[src/rtl/pipe_pkg.sv]
// Pipeline stage payload bundles and widths for pipe_stage_reg callers.
// Callers pack a bundle into in_data and cast out_data back to the bundle type.
package pipe_pkg;

  typedef struct packed {
    logic [31:0] pc;
    logic [31:0] instr;
  } ifid_bundle_t;

  typedef struct packed {
    logic [31:0] pc;
    logic [31:0] rs1_val;
    logic [31:0] rs2_val;
    logic [31:0] imm;
    logic [4:0]  rd;
    logic        reg_write_en;
    logic        mem_read;
    logic        mem_write;
    logic [3:0]  alu_op;
  } idex_bundle_t;

  typedef struct packed {
    logic [31:0] pc;
    logic [31:0] alu_out;
    logic [31:0] store_data;
    logic [4:0]  rd;
    logic        reg_write_en;
    logic        mem_read;
    logic        mem_write;
  } exmem_bundle_t;

  typedef struct packed {
    logic [31:0] pc;
    logic [31:0] alu_out;
    logic [4:0]  reg_write;
    logic        reg_write_en;
    logic [31:0] result;
  } wb_bundle_t;

  localparam int unsigned IFID_DATA_W  = $bits(ifid_bundle_t);
  localparam int unsigned IDEX_DATA_W  = $bits(idex_bundle_t);
  localparam int unsigned EXMEM_DATA_W = $bits(exmem_bundle_t);
  localparam int unsigned WB_DATA_W    = 102;

endpackage

[src/rtl/pipe_stage_reg.sv]
// Elastic pipeline stage register with valid/ready handshake and flush.
// Define PIPE_STAGE_SKID_EN to add a skid entry that registers in_ready.
module pipe_stage_reg
  import pipe_pkg::*;
#(
  parameter int unsigned       DATA_W  = WB_DATA_W,
  parameter logic [DATA_W-1:0] RST_VAL = '0
) (
  input  logic              clk,
  input  logic              rst,
  input  logic              flush,
  input  logic              in_valid,
  output logic              in_ready,
  input  logic [DATA_W-1:0] in_data,
  output logic              out_valid,
  input  logic              out_ready,
  output logic [DATA_W-1:0] out_data,
  output logic [1:0]        occupancy
);

  logic              main_valid;
  logic              main_valid_nxt;
  logic [DATA_W-1:0] main_data;
  logic [DATA_W-1:0] main_data_nxt;
  logic [1:0]        occ_nxt;
  logic              in_fire;

  assign out_valid = main_valid;
  assign out_data  = main_data;
  assign in_fire   = in_valid & in_ready;

`ifdef PIPE_STAGE_SKID_EN
  logic              skid_valid;
  logic              skid_valid_nxt;
  logic [DATA_W-1:0] skid_data;
  logic [DATA_W-1:0] skid_data_nxt;

  // Ready depends only on the skid register; rst/flush gating keeps beats from being lost.
  assign in_ready = ~skid_valid & ~rst & ~flush;

  always_comb begin
    main_valid_nxt = main_valid;
    main_data_nxt  = main_data;
    skid_valid_nxt = skid_valid;
    skid_data_nxt  = skid_data;
    if (skid_valid) begin
      if (out_ready) begin
        main_data_nxt  = skid_data;
        skid_valid_nxt = 1'b0;
      end
    end else if (in_fire) begin
      if (main_valid && !out_ready) begin
        skid_valid_nxt = 1'b1;
        skid_data_nxt  = in_data;
      end else begin
        main_valid_nxt = 1'b1;
        main_data_nxt  = in_data;
      end
    end else if (out_ready) begin
      main_valid_nxt = 1'b0;
    end
    occ_nxt = 2'(main_valid_nxt) + 2'(skid_valid_nxt);
  end

  always_ff @(posedge clk) begin
    if (rst || flush) begin
      skid_valid <= 1'b0;
      skid_data  <= RST_VAL;
    end else begin
      skid_valid <= skid_valid_nxt;
      skid_data  <= skid_data_nxt;
    end
  end
`else
  assign in_ready = (~main_valid | out_ready) & ~rst & ~flush;

  always_comb begin
    main_valid_nxt = main_valid;
    main_data_nxt  = main_data;
    if (in_fire) begin
      main_valid_nxt = 1'b1;
      main_data_nxt  = in_data;
    end else if (out_ready) begin
      main_valid_nxt = 1'b0;
    end
    occ_nxt = {1'b0, main_valid_nxt};
  end
`endif

  // Data only moves on a load, so out_data holds while the stage drains or stalls.
  always_ff @(posedge clk) begin
    if (rst || flush) begin
      main_valid <= 1'b0;
      main_data  <= RST_VAL;
      occupancy  <= 2'd0;
    end else begin
      main_valid <= main_valid_nxt;
      main_data  <= main_data_nxt;
      occupancy  <= occ_nxt;
    end
  end

endmodule

[config.mk]
export PLATFORM = sky130hd
export DESIGN_NAME = pipe_stage_reg
export DESIGN_NICKNAME = d
export VERILOG_FILES = /design/src/rtl/pipe_pkg.sv /design/src/rtl/pipe_stage_reg.sv
export SDC_FILE = /design/constraint.sdc
export NUM_CORES = 1
export LEC_CHECK = 0
export ABC_CLOCK_PERIOD_IN_PS = 1600
export CORE_MARGIN = 2
export CORE_UTILIZATION = 25
export DETAILED_ROUTE_END_ITERATION = 16
export PLACE_DENSITY = 0.58
export REMOVE_ABC_BUFFERS = 1
export SYNTH_ARGS = -nofsm -noshare
export SYNTH_HDL_FRONTEND = slang
export SYNTH_SLANG_ARGS = --single-unit
[constraint.sdc]
create_clock -name clk -period 1.6 [get_ports clk]
set_input_delay 0.16 -clock clk [delete_from_list [all_inputs] [get_ports clk]]
set_output_delay 0.16 -clock clk [all_outputs]
set_load 0.05 [all_outputs]
# Word-level counts from Yosys, hierarchy flattened

Cells that the tools add are included.

Mux-type cells: 2
Bitwise logic cells: 7
Reductions and logical operators: 1

Operators by type and width:

| cell               | number |
|---|---|
| $and A1 B1 Y1      | 3 |
| $not A1 Y1         | 3 |
| $mux W1            | 2 |
| $logic_or A1 B1 Y1 | 1 |
| $or A1 B1 Y1       | 1 |

Register bits after elaboration: 104
Bits of input ports: 107
Output and inout bits: 106
Logic and storage cells: 13

# Depth between registers and ports, before layout

Word-level depth: 6
Mapped depth: 5
Mapped depth without buffers: 3

# Worst setup path before layout

No wires, ideal clock.

Path type: register to register
Start point: register main_valid, in the netlist out_valid
End point: register main_data[12], in the netlist out_data[12]
Setup time: 0.117 ns
Arrival: 1.473 ns
Data required time: 1.483 ns
Slack: 0.010 ns
Cell stages (with the launch flop): 6
Buffers on the path: 2
Clock period less this slack: 1.590 ns
Cell sequence: dfxtp_1 -> nor2b_1 -> nor3b_2 -> buf_4 -> buf_6 -> a22o_1

Cells in the longest elaborated chain, start to end: 5

RTL lines:

| item                        | RTL line             | source |
|---|---|---|
| start: declaration          | pipe_stage_reg.sv:21 | `logic main_valid;` |
| start signal: assignment    | pipe_stage_reg.sv:97 | `main_valid <= main_valid_nxt;` |
| $not A1 Y1                  | pipe_stage_reg.sv:75 | `assign in_ready = (~main_valid \| out_ready) & ~rst & ~flush;` |
| $or A1 B1 Y1                | pipe_stage_reg.sv:75 |  |
| $and A1 B1 Y1 (2 in series) | pipe_stage_reg.sv:75 |  |
| $and A1 B1 Y1               | pipe_stage_reg.sv:30 | `assign in_fire = in_valid & in_ready;` |
| end signal: assignment      | pipe_stage_reg.sv:98 | `main_data <= main_data_nxt;` |
| end: declaration            | pipe_stage_reg.sv:23 | `logic [DATA_W-1:0] main_data;` |

No other way between the ends.
A chain may end at the register's enable or synchronous reset.

# Final worst setup path

Start point: register main_valid, in the netlist out_valid
End point: output port in_ready

Cells in the longest elaborated chain, start to end: 4

RTL lines:

| item                        | RTL line             | source |
|---|---|---|
| $not A1 Y1                  | pipe_stage_reg.sv:75 |  |
| $or A1 B1 Y1                | pipe_stage_reg.sv:75 |  |
| $and A1 B1 Y1 (2 in series) | pipe_stage_reg.sv:75 |  |
| end: declaration            | pipe_stage_reg.sv:13 | `output logic in_ready,` |

No other way between the ends.

==> run metrics <==
R2R cell count=4; DR DRC count=0; Clock transition at path regs=approximately 0.070 ns; Cell variety after synth=14; Global Route met3 Usage=0.04634; Max Clock Skew=~0.0058 ns; clock root buffer=clkbuf_16; die area=approximately 0.014 mm²; P_leak=approximately 2.4 nW; CP cell instances=nor2b_2 -> buf_4 -> nor2_1 -> buf_12; setup violators final=0; CTS Buf Count=9; Peak VDD IR=around 0.00052 V; CORE AREA=0.01252 mm²; Site Rows=41; clk_lat worst skew=0.34 ns; CTS tree=yes; DR vias=2,726; PwrDens=~1100 mW/mm²; register bit total from synthesis=about 100; Setup WS post-layout=0.1084 ns; min Tclk post-route=roughly 1.5 ns; post-synthesis xor/xnor area fraction=0; setup TNS=0 ns; drt total wl=9265 µm; status=finished clean; CTS sink count=103; DR WL/cell=between 10 and 15 µm; combinational family with the most area after synthesis=compound AO/OA/AOI/OAI gates; FF-to-FF End=out_data[91]; Max Slew Vio Count=0; Final Net Count=about 560; worst r2r src=out_valid; number of global-route vias before repair=~2,600; worst hold start=in_data[93]; IO Pins=213; global-route wire length before repair=about 13,000 µm; Synth Area in Compound Gates=0.2832; fin crit share=0.9323; Placement Cell Area=about 0.0053 mm²; grt peak-use layer=met2; crit path from=out_valid; reg-to-reg setup timing slack=0.25 ns; Tot GR Track Use=0.1284; WP data arrival=roughly 1.3 ns; GPL Wtd Cong=0.6639; diode count=0; Synth area leaders=dfxtp_1, a22o_1, buf_6; Chip Width=~120 µm; Initial Util=0.2545; antenna-violating nets left=0; Synth Warn #=0; largest net degree at the start of global routing=40; GRT Residual Overflow=0; clock tree buffer depth=2; Max Cap Viol=0; Design Area, Final=around 0.0056 mm²; sequential share of the synthesized area=0.6473; WHS Endpoint=out_data[93]; crit path launch type=register; first-pass iteration count of the detailed router=4; cell taking the most area after synthesis=dfxtp_1; Post-Synth Simple-Gate Area=0.01335; grt met2 use=0.2035; worst min path class=in2reg; Hold WS=a little over 0.4 ns; Req. time, crit path=1.44 ns; H-tree depth=3; via-per-instance ratio=~4.4; max incr delay on CP=~0.33 ns; RSZ-0062 raised after global routing=no; Multi-input gate area=about 960 µm²; Die Y=about 120 µm; post-synthesis mux area share=0; FMAX=~670 MHz; synthesis-to-finish area growth=75.49%; adder-cell area share of the yosys netlist=0; worst hold stages=2; filler cell count=roughly 1,200; cells after synthesis=between 200 and 250; Final Hold Viols=0; DP Worst Slack=-0.1270 ns; Iter 0 DRT Violations=between 70 and 80; post-synth top area share=0.6473; sequential cell area=slightly above 0.002 mm²; M1 GR Usage=0.1535; mapped cell area=about 0.0032 mm²; initial antenna violation count=0; IO buf count=about 210; syn avg cell area=approximately 13 µm²; Final HPWL DP=6846 µm; critical path fanouts, max=4; CP Capture Type=output port; CP max-delay cell=dfxtp_1; layout cells sized above 1=0.2958; crit path kind=reg2out
metrics by stage:
stage	cells	power, W	utilization
finish	625	0.005932	0.4466
detailed placement	610	0.003679	0.4213
global route	625	0.006155	0.4466
floorplan	214	0.003192	-
global placement	610	0.003671	0.4213
CTS	625	0.006012	0.4464
state kept, by name, indices dropped and copies added, names as in the netlist:
name,cells
out_valid,1
out_data,102
power by group:
group          internal [W]  total [W]  switching [W]
combinational      0.000430   0.000918       0.000488
clock               0.00141    0.00232       0.000909
sequential          0.00265    0.00270      0.0000474
total               0.00449    0.00593        0.00144
per-layer routing:
metal	vias up	part of all wire	routed length, µm
met4	0	0.020	186
met1	1254	0.42	3905
met2	125	0.47	4312
met5	-	0	0
li1	1335	-	-
met3	12	0.093	860
area by class of cell:
class                      count  area share
clock inverter                 3     0.01209
sequential                   103      0.3688
timing repair buffer         224      0.3639
tap                          172     0.03850
clock buffer                  12     0.04409
multi-input combinational    111      0.1726
layout by cell type, fill, tap and decap left out, drive strengths merged:
| cell | synthesis | routed |
|---|---|---|
| or2 | 1 | 1 |
| clkinvlp | 0 | 1 |
| dfxtp | 103 | 103 |
| bufinv | 0 | 2 |
| a21oi | 1 | 1 |
| nor3b | 1 | 1 |
| clkdlybuf4s50 | 0 | 106 |
| clkbuf | 1 | 12 |
| nor2 | 3 | 3 |
| a22o | 102 | 102 |
| nand2b | 1 | 1 |
| conb | 1 | 1 |
| buf | 23 | 118 |
| nor2b | 1 | 1 |
cells in the mapped netlist, drive strengths merged:
library cell,number
dfxtp,103
a22o,102
buf,23
nor2,3
a21oi,1
clkbuf,1
conb,1
nand2b,1
nor2b,1
nor3b,1
or2,1
critical path, delay by kind of cell (launching register included):
family                 cells  cell delay (ns)
AND/OR/NAND/NOR            2             0.36
flip-flops                 1             0.33
buffers and inverters      2             0.30
how the worst max path moves through the flow:
| stage | cells after the start | to |
|---|---|---|
| after floorplan | 3 | out_data[0] |
| after global placement | 5 | out_data[60] |
| after detailed placement | 5 | out_data[8] |
| after CTS | 4 | in_ready |
| after global routing | 4 | in_ready |
| final | 4 | in_ready |
repair_timing:
| action | in CTS | in global routing |
|---|---|---|
| resized for setup | 0 | 1 |
| setup buffers | 0 | 0 |
| setup endpoints to repair | 0 | 1 |
| hold buffers | 0 | 0 |
cells by family (layout without fill, tap and decap cells):
logic type	Yosys count	count (layout)
DFF	103	103
and+or+nand+nor	7	7
other	1	1
AOI/OAI and AO/OA	103	103
buffers and inverters	24	239
(Power assumes the default switching activity.)
